## config.mk

```make
export PLATFORM = sky130hd
export DESIGN_NAME = alu_cmd_initiator
export DESIGN_NICKNAME = d
export VERILOG_FILES = /design/src/rtl/alu_cmd_initiator.sv
export SDC_FILE = /design/constraint.sdc
export NUM_CORES = 1
export LEC_CHECK = 0
export CAP_MARGIN = 25
export CELL_PAD_IN_SITES_DETAIL_PLACEMENT = 2
export CELL_PAD_IN_SITES_GLOBAL_PLACEMENT = 2
export CORE_MARGIN = 3
export CORE_UTILIZATION = 29
export CTS_BUF_LIST = sky130_fd_sc_hd__clkbuf_8
export DETAILED_ROUTE_END_ITERATION = 7
export PLACE_DENSITY = 0.78
export SLEW_MARGIN = 20
export SYNTH_ARGS = -nofsm -noshare
export SYNTH_HDL_FRONTEND = slang
export SYNTH_SLANG_ARGS = --single-unit
```

## constraint.sdc

```tcl
create_clock -name clk -period 1.67 [get_ports clk]
set_input_delay 0.334 -clock clk [delete_from_list [all_inputs] [get_ports clk]]
set_output_delay 0.334 -clock clk [all_outputs]
set_load 0.02 [all_outputs]
```

## src/rtl/alu_cmd_initiator.sv

```systemverilog
// Requester for the 4-bit opcode ALU: registers a command onto the ALU buses,
// waits LAT cycles and returns the normalised result over valid/ready.
//
// Ports:
//   clk, rst_n                        clock, async active-low reset
//   cmd_valid/ready/opcode/a/b        command channel
//   alu_opcode/a/b (out), alu_x/y     registered ALU operands, ALU results
//   rsp_valid/ready/result/opcode/err response channel
//   busy                              high whenever not IDLE
//   op_count                          saturating count of completed responses
module alu_cmd_initiator #(
    parameter int WIDTH = 4,
    parameter int LAT   = 1,
    parameter int CNT_W = 8
) (
    input  logic               clk,
    input  logic               rst_n,
    input  logic               cmd_valid,
    output logic               cmd_ready,
    input  logic [3:0]         cmd_opcode,
    input  logic [WIDTH-1:0]   cmd_a,
    input  logic [WIDTH-1:0]   cmd_b,
    output logic [3:0]         alu_opcode,
    output logic [WIDTH-1:0]   alu_a,
    output logic [WIDTH-1:0]   alu_b,
    input  logic [WIDTH-1:0]   alu_x,
    input  logic [WIDTH-1:0]   alu_y,
    output logic               rsp_valid,
    input  logic               rsp_ready,
    output logic [2*WIDTH-1:0] rsp_result,
    output logic [3:0]         rsp_opcode,
    output logic               rsp_err,
    output logic               busy,
    output logic [CNT_W-1:0]   op_count
);

    localparam int RW = 2 * WIDTH;
    // Shift-amount limit; 2*WIDTH always fits in WIDTH+1 bits.
    localparam logic [WIDTH:0] SH_LIM = (WIDTH + 1)'(RW);

    typedef enum logic [1:0] {
        IDLE,
        DRIVE,
        RESP
    } state_t;

    state_t state, state_nxt;

    logic [3:0]    wait_cnt;
    logic          accept;
    logic          sample;
    logic          complete;
    logic [RW-1:0] norm;
    logic          err;
    logic          cls_bit, cls_x, cls_cy, cls_raw;

    always_ff @(posedge clk or negedge rst_n) begin
        if (!rst_n) state <= IDLE;
        else        state <= state_nxt;
    end

    always_comb begin
        state_nxt = state;
        cmd_ready = 1'b0;
        rsp_valid = 1'b0;
        busy      = 1'b1;
        accept    = 1'b0;
        sample    = 1'b0;
        complete  = 1'b0;
        unique case (state)
            IDLE: begin
                cmd_ready = 1'b1;
                busy      = 1'b0;
                if (cmd_valid) begin
                    accept    = 1'b1;
                    state_nxt = DRIVE;
                end
            end
            DRIVE: begin
                if (wait_cnt == 4'd0) begin
                    sample    = 1'b1;
                    state_nxt = RESP;
                end
            end
            RESP: begin
                rsp_valid = 1'b1;
                if (rsp_ready) begin
                    complete  = 1'b1;
                    state_nxt = IDLE;
                end
            end
            default: state_nxt = IDLE;
        endcase
    end

    // Opcode classes are disjoint and together cover all 16 codes.
    always_comb begin
        cls_bit = (alu_opcode <= 4'd2) ||
                  (alu_opcode >= 4'd6 && alu_opcode <= 4'd9);
        cls_x   = (alu_opcode >= 4'd3 && alu_opcode <= 4'd5) ||
                  (alu_opcode == 4'd11) || (alu_opcode == 4'd15);
        cls_cy  = (alu_opcode == 4'd10);
        cls_raw = (alu_opcode >= 4'd12 && alu_opcode <= 4'd14);
    end

    always_comb begin
        norm = '0;
        unique case (1'b1)
            cls_bit: norm = RW'(alu_x[0]);
            cls_x:   norm = RW'(alu_x);
            cls_cy:  norm = RW'({alu_y[0], alu_x});
            cls_raw: norm = {alu_y, alu_x};
            default: norm = '0;
        endcase
    end

    // Error comes from the held operands, not from the ALU outputs.
    always_comb begin
        err = 1'b0;
        if (alu_opcode == 4'd11 && alu_a < alu_b)
            err = 1'b1;
        if ((alu_opcode == 4'd13 || alu_opcode == 4'd14) &&
            {1'b0, alu_b} >= SH_LIM)
            err = 1'b1;
    end

    always_ff @(posedge clk or negedge rst_n) begin
        if (!rst_n) begin
            alu_opcode <= '0;
            alu_a      <= '0;
            alu_b      <= '0;
            wait_cnt   <= '0;
            rsp_result <= '0;
            rsp_opcode <= '0;
            rsp_err    <= 1'b0;
            op_count   <= '0;
        end else begin
            if (accept) begin
                alu_opcode <= cmd_opcode;
                alu_a      <= cmd_a;
                alu_b      <= cmd_b;
                wait_cnt   <= 4'(LAT - 1);
            end else if (state == DRIVE && wait_cnt != 4'd0) begin
                wait_cnt <= wait_cnt - 4'd1;
            end
            if (sample) begin
                rsp_result <= norm;
                rsp_opcode <= alu_opcode;
                rsp_err    <= err;
            end
            if (complete && op_count != '1)
                op_count <= op_count + 1'b1;
        end
    end

endmodule

```

==> run summary, run 1 <==
Synth Flop Type: dfrtp_1
Warnings, synthesis: 0
Power Dens Cells: 1850 nW/um^2
Tmin final: 1.62 ns
First-pass GRT wire length: 7.99 mm
FF+latch count, synth: 39
Crit end category: output pin
Site Rows: 28
# DRC: 0
Required time worst endpoint: 1.34 ns
Fmax: 617 MHz
DP HPWL: 3.64 mm
Global Route Usage Sum: 13.7%
Vias in the first global route: 1617
Unrepaired setup endpoints after global routing: false
Synth-to-layout area growth: 43.6%
Clk buf depth: 2
Die width: 86.0 um
Setup violators final: 0
ANT nets after route: 0
CP Max Fanout: 3
Filler instances: 647
Area of the core: 6060 um^2
Worst Hold Class: primary input to asynchronous set/reset pin
Buf/Inv on CP: 1
Initial Util: 30.7%
I/O Buffers: 59
Dpl ws: 0.0388 ns
Worst Tran Pin Value: 0.353 ns
Distinct cells, synth: 39
IO Count: 60
Drt pass-1 iters: 3
Die Area: 7400 um^2
Setup ws final: 0.0497 ns
Routability cong.: 0.793
Arrival @ worst endpoint: 1.29 ns
Syn Nets: 197
Pleak: 1.28 nW
Clock-pin slew on the worst setup and hold paths: 0.08 ns
Iter 0 DRT Violations: 24
Worst-Skew Late Latency: 0.28 ns
Commonest non-fill, non-tap cells in the layout: 44 x clkdlybuf4s50_1, 37 x nand2_1, 37 x dfrtp_1, 10 x o21ai_0
Average size of a mapped cell: 11.1 um^2
Share of flip-flops with an asynchronous set or reset: 100%
Max stage delay on crit path: 0.63 ns
Initial antenna violation count: 0
Register area: 978 um^2
Startpoint Class: flop
# diodes: 0
Via density: 4.66
Total CTS buffers: 5
Final Hold Viols: 0
Max IR drop VDD: 0.784 mV
Kind of cell adding the most delay to the critical path: buffers and inverters
Worst R2R Setup Slack: 0.10 ns
Post-synth EDFFs: 0
Cells after Synth: 168
Max_slew headroom: 76.4%
Seq/Total Area, Yosys: 52.5%
Status: finished clean
Levels on crit path: 1
Setup TNS: 0 ns
Clk sinks: 39
Most common cell after layout, fill and taps aside: clkdlybuf4s50_1
Setup CP Type: flop to output pin
H-tree level count: 2
Pin count of the biggest net entering global routing: 40
Mapped Area: 1860 um^2
Worst Reg-to-Reg Cells: 4
Total wire length: 4.88 mm
Avg WL per Cell: 15.5 um
Worst path cell trace: clkdlybuf4s50_1
CTS tree: yes
Clock skew: 0.00837 ns
Area occupied by multi-input gates: 820 um^2
MaxCap Viol Count: 0
Final worst-path cycle share: 97.0%
DIE HEIGHT: 86.0 um
CTS Root Cell: clkbuf_8
Slowest CP cell: clkdlybuf4s50_1
Slew Viols, Final: 0
Final net count: 267
Share of cells above drive strength 1: 16.7%
GR Overflow Total: 0
Vias: 1463
## state kept, by name, indices dropped and copies added, names as in the netlist
signal,flops
rsp_opcode,4
alu_opcode,4
rsp_result,8
state,2
alu_a,4
wait_cnt,4
rsp_err,1
op_count,8
alu_b,4
## cell type report
cell class / count / share of cell area, %
multi-input combinational: 118 / 30.7
tap: 75 / 3.52
timing repair buffer: 67 / 25.1
clock buffer: 5 / 2.58
inverter: 7 / 0.985
sequential: 39 / 36.7
clock inverter: 3 / 0.469
## report_power, final
group          switching, mW  total, mW  internal [mW]
clock                  0.324      0.605          0.281
combinational           1.35       2.68           1.33
sequential             0.337       1.67           1.33
## Yosys cell counts (4+ instances only)
library cell   n  area share, %
ha_1           5            3.4
dfrtp_1       39             53
nor2_1         6            1.2
xnor2_1        4            1.9
nand3_1        6            1.6
inv_1          7            1.4
mux2_4         9            7.3
nand2_1       37            7.5
o21ai_0       10            2.7
## worst paths after layout
| kind | start | endpoint |
|---|---|---|
| setup / recovery | alu_b[3] | alu_b[3] |
| hold / removal | rst_n | wait_cnt[0] |
| setup reg to reg | op_count[0] | op_count[1] |
| hold reg to reg | rsp_result[6] | rsp_result[6] |
| max in group asynchronous | rst_n | state[0] |
| min in group clk | rsp_result[6] | rsp_result[6] |
## kinds of logic (layout without fill, tap and decap cells)
logic type               after synthesis  count (layout)  share of synthesized area (%)
AO/OA/AOI/OAI                         21              21                           7.00
adder cells (fa/ha/maj)                5               5                           3.37
XOR/XNOR                               6               6                           2.83
multiplexers                          12              12                           9.02
flip-flops                            39              39                           52.5
buffers and inverters                 11              82                           3.64
AND/OR/NAND/NOR                       74              74                           21.6
## repair_timing
item                       in CTS  in global routing
pin swaps                       0                  0
hold buffers                    0                  0
hold endpoints to repair        0                  0
setup endpoints to repair      10                  8
setup buffers                   0                  2
gates resized for setup        11                  7
## routing by layer
metal,up-vias,wire (um),GRT usage [%],share of wire (%)
li1,705,-,-,-
met1,717,2220,17.6,45
met2,37,2380,22.8,49
met3,4,229,2.88,4.7
met4,0,52,4.32,1.1
met5,-,0,0,0
## through the flow
stage | area (um^2) | std cells | hold WS (ns) | total power, mW | utilization, %
floorplan | 1860 | 168 | 0.0384 | 3.22 | -
global placement | 2550 | 304 | 0.324 | 4.29 | 42.1
detailed placement | 2550 | 304 | 0.325 | 4.41 | 42.1
CTS | 2630 | 312 | 0.0160 | 4.98 | 43.4
global route | 2670 | 314 | 0.0132 | 5.36 | 44.0
finish | 2670 | 314 | 0.0106 | 4.95 | 44.0
(Power assumes the default switching activity.)
==> run 2, diff against run 1 <==
--- a/config.mk
+++ b/config.mk
@@ -17,3 +17,4 @@
 export SYNTH_ARGS = -nofsm -noshare
 export SYNTH_HDL_FRONTEND = slang
 export SYNTH_SLANG_ARGS = --single-unit
+export TNS_END_PERCENT = 50
==> run summary, run 2 (synthesis gave the netlist of run 1 again) <==
Status: finished clean
ANT nets after route: 0
IO Count: 60
MaxCap Viol Count: 0
Initial antenna violation count: 0
Levels on crit path: 1
Max stage delay on crit path: 0.63 ns
Via density: 4.66
Tmin final: 1.62 ns
Avg WL per Cell: 15.5 um
Fmax: 617 MHz
CTS tree: yes
P_int: 2.91 mW
Vias in the first global route: 1617
Power Dens Cells: 1850 nW/um^2
Share of power burned in registers: 33.9%
# diodes: 0
Kind of cell adding the most delay to the critical path: buffers and inverters
Clock network power share: 12.4%
Arrival @ worst endpoint: 1.29 ns
Largest regs: op_count: 8 flops, rsp_result: 8 flops
Iter 0 DRT Violations: 49
Final Hold Viols: 0
Buf/Inv on CP: 1
CP Max Fanout: 3
Slew Viols, Final: 0
Crit end category: output pin
Setup violators final: 0
Slowest CP cell: clkdlybuf4s50_1
Clock skew: 0.00560 ns
Worst Hold Class: primary input to asynchronous set/reset pin
Total wire length: 4.84 mm
Worst Tran Pin Value: 0.364 ns
Pin count of the biggest net entering global routing: 40
Worst R2R Setup Slack: 0.10 ns
Max_slew headroom: 75.6%
Final net count: 266
Clk buf depth: 2
CTS Root Cell: clkbuf_8
Sw Ratio: 40.7%
Area of the core: 6060 um^2
Commonest non-fill, non-tap cells in the layout: 44 x clkdlybuf4s50_1, 37 x nand2_1, 37 x dfrtp_1
P_sw: 2.00 mW
DP HPWL: 3.64 mm
First-pass GRT wire length: 7.99 mm
DIE HEIGHT: 86.0 um
Unrepaired setup endpoints after global routing: false
H-tree level count: 2
Max IR drop VDD: 0.784 mV
Final worst-path cycle share: 97.0%
Global Route Usage Sum: 13.7%
Required time worst endpoint: 1.34 ns
Vias: 1458
Setup CP Type: flop to output pin
Drt pass-1 iters: 3
Worst-Skew Late Latency: 0.28 ns
Die width: 86.0 um
Share of cells above drive strength 1: 16.4%
Initial Util: 30.7%
# DRC: 0
Clk sinks: 39
Total CTS buffers: 5
Startpoint Class: flop
Pleak: 1.27 nW
I/O Buffers: 59
Worst path cell trace: clkdlybuf4s50_1
GR Overflow Total: 0
Worst Reg-to-Reg Cells: 4
Setup TNS: 0 ns
Die Area: 7400 um^2
Synth-to-layout area growth: 42.6%
WHS: 0.00405 ns
Clock-pin slew on the worst setup and hold paths: 0.08 ns
Gate power share: 53.7%
Most common cell after layout, fill and taps aside: clkdlybuf4s50_1
Site Rows: 28
Routability cong.: 0.793
[run 2: changes by cell type in the layout (fill, tap and decap cells not counted), sizes merged]
cell,delta
buf,-1
[run 2: final timing paths]
kind,start,end
setup / recovery,alu_b[3],alu_b[3]
hold / removal,rst_n,op_count[0]
setup reg to reg,op_count[0],op_count[1]
hold reg to reg,rsp_result[6],rsp_result[6]
max in group asynchronous,rst_n,state[0]
min in group clk,rsp_result[6],rsp_result[6]
[run 2: what timing repair did]
item	4_1_cts	5_1_grt
hold buffers	0	0
endpoints found under the setup margin	10	8
setup buffers	0	1
resized for setup	11	8
cloned	0	0
[run 2: area by class of cell]
class,count,area [um^2]
Clock buffer,5,68.8
Clock inverter,3,12.5
Fill cell,652,3410
Inverter,7,26.3
Multi-Input combinational cell,118,820
Sequential cell,39,978
Tap cell,75,93.8
Timing Repair Buffer,66,649
[run 2: worst reg2reg max path, cell delays in order, from the launching register on]
cell	delay (ns)
dfrtp_1	0.43
ha_1	0.22
nand3_1	0.21
o21ai_2	0.26
mux2_2	0.35
[run 2: metal layers]
metal	GRT usage, %	part of all wire [%]	vias to the layer above
li1	-	-	703
met1	17.6	45	714
met2	22.8	49	37
met3	2.88	4.8	4
met4	4.32	1.1	0
met5	0	0	-
[run 2: power by group through the flow]
stage                     logic (mW)  registers [mW]  clock network [mW]
final                           2.63            1.67               0.608
after floorplan                 1.20            2.03                   0
after CTS                       2.68            1.68               0.625
after global routing            2.89            1.74               0.686
after global placement          2.63            1.66                   0
after detailed placement        2.72            1.68                   0
[run 2: metrics by stage]
step | instances | total power, mW | utilization [%] | worst slack (ns) | instance area [um^2]
after global placement | 304 | 4.29 | 42.1 | 0.0527 | 2550
after CTS | 312 | 4.98 | 43.4 | 0.0170 | 2630
after global routing | 313 | 5.32 | 43.7 | 0.00114 | 2650
after detailed placement | 304 | 4.41 | 42.1 | 0.0388 | 2550
after floorplan | 168 | 3.22 | - | 0.141 | 1860
final | 313 | 4.91 | 43.7 | 0.0500 | 2650
==> run 3, diff against run 2 <==
--- a/config.mk
+++ b/config.mk
@@ -8,6 +8,7 @@
 export CAP_MARGIN = 25
 export CELL_PAD_IN_SITES_DETAIL_PLACEMENT = 2
 export CELL_PAD_IN_SITES_GLOBAL_PLACEMENT = 2
+export CORE_ASPECT_RATIO = 1.5
 export CORE_MARGIN = 3
 export CORE_UTILIZATION = 29
 export CTS_BUF_LIST = sky130_fd_sc_hd__clkbuf_8
==> run summary, run 3 (synthesis gave the netlist of run 1 again) <==
Final worst-path cycle share: 97.3%
Required time worst endpoint: 1.34 ns
Design Area, Final: 2670 um^2
P_int: 2.97 mW
# DRC: 0
Global Route Usage Sum: 13.8%
Site Rows: 35
Worst Tran Pin Value: 0.525 ns
Gate power share: 53.8%
CTS Root Cell: clkbuf_8
Avg WL per Cell: 15.8 um
Vias: 1487
P_sw: 2.01 mW
IO Count: 60
I/O Buffers: 59
Tmin final: 1.63 ns
Total wire length: 4.95 mm
Total CTS buffers: 5
Slew Viols, Final: 0
Hold-fix buffers, CTS: 0
Setup violators final: 0
CTS tree: yes
Via density: 4.75
Placed Instances: 302
H-tree level count: 2
DIE HEIGHT: 104 um
WHS: 0.0965 ns
Clock skew: 0.00714 ns
Largest regs: op_count: 8 flops, rsp_result: 8 flops
Pleak: 1.32 nW
Clk sinks: 39
Initial antenna violation count: 0
Worst-Skew Late Latency: 0.29 ns
Die width: 71.4 um
Commonest non-fill, non-tap cells in the layout: 41 x clkdlybuf4s50_1, 39 x dfrtp_1, 37 x nand2_1, 10 x o21ai_0
First-pass GRT wire length: 8.11 mm
Startpoint Class: flop
Synth-to-layout area growth: 43.9%
Final net count: 268
Clock network power share: 13.0%
Power Dens Cells: 1860 nW/um^2
# diodes: 0
Worst Hold Class: primary input to asynchronous set/reset pin
Area of the core: 6170 um^2
Arrival @ worst endpoint: 1.29 ns
Setup CP Type: flop to output pin
Vias in the first global route: 1592
Iter 0 DRT Violations: 36
Crit end category: output pin
GR Overflow Total: 0
Initial Util: 30.1%
Critical R2R Launch: alu_a[1]
DP HPWL: 3.59 mm
Clock-pin slew on the worst setup and hold paths: 0.08 ns
ANT nets after route: 0
Buf/Inv on CP: 1
Sw Ratio: 40.4%
Post-route core utilization: 43.3%
Die Area: 7420 um^2
Worst path cell trace: clkdlybuf4s50_1
Most common cell after layout, fill and taps aside: clkdlybuf4s50_1
Worst Reg-to-Reg Cells: 5
Critical path origin: alu_b[3]
Drt pass-1 iters: 2
Fmax: 615 MHz
Total chip power: 4.97 mW
MaxCap Viol Count: 0
Slowest CP cell: clkdlybuf4s50_1
Max stage delay on crit path: 0.63 ns
Status: finished clean
Final Hold Viols: 0
Share of power burned in registers: 33.1%
Clk buf depth: 2
Share of cells above drive strength 1: 18.4%
Pin count of the biggest net entering global routing: 40
Kind of cell adding the most delay to the critical path: buffers and inverters
CP Max Fanout: 3
Max IR drop VDD: 0.857 mV
Capturing point of the worst reg2reg path: rsp_err
Routability cong.: 0.713
Placed inst area: 2530 um^2
Max_slew headroom: 65.0%
Non-filler cells, final: 313
Worst R2R Setup Slack: 0.06 ns
==> run 3: changes by cell type in the layout (fill, tap and decap cells not counted), sizes merged <==
cell           previous run  this run
dlymetal6s2s              4         8
clkdlybuf4s50            44        41
buf                       8        10
clkbuf                    5         7
inv                       9         7
clkdlybuf4s15             1         0
dlygate4sd2               9         8
==> run 3: worst max path at each step <==
| stage | cells after the start | slack (ns) | end |
|---|---|---|---|
| 6_report | 1 | 0.04 | alu_b[3] |
| 5_1_grt | 5 | -0.04 | rsp_err |
| 4_1_cts | 1 | 0.002 | op_count[7] |
| 3_5_place_dp | 5 | -0.009 | op_count[7] |
| 3_3_place_gp | 5 | 0.05 | op_count[7] |
| 2_1_floorplan | 4 | 0.14 | op_count[1] |
==> run 3: what timing repair did <==
| item | in CTS | in global routing |
|---|---|---|
| resized for setup | 9 | 14 |
| pin swaps | 0 | 2 |
| endpoints found under the setup margin | 9 | 14 |
| buffers inserted | 0 | 4 |
==> run 3: layout make-up <==
cell class | instances | area (um^2)
clock buffers | 6 | 82.6
fillers | 656 | 3500
flip-flops and latches | 39 | 976
well taps | 74 | 92.6
multi-input cells | 118 | 833
inverters | 7 | 26.3
repair buffers | 68 | 658
clock inverters | 1 | 5.00
==> run 3: per-layer routing <==
layer  global-route usage [%]  wire [um]  up-vias
li1                         -          -      706
met1                     16.7       1980      737
met2                     23.5       2670       37
met3                     2.22        169        7
met4                     6.59        124        0
met5                        0          0        -
==> run 3: power groups by stage <==
stage	registers (mW)	logic [mW]	clock network (mW)
floorplan	2.03	1.20	0
finish	1.65	2.68	0.649
global placement	1.65	2.61	0
global route	1.73	2.94	0.732
CTS	1.66	2.66	0.682
detailed placement	1.68	2.70	0
==> run 3: per-stage QoR <==
step | setup slack (ns) | TNS [ns]
floorplan | 0.141 | 0
global placement | 0.0523 | 0
detailed placement | -0.00895 | -0.00895
CTS | 0.00224 | 0
global route | -0.0388 | -0.0393
finish | 0.0444 | 0
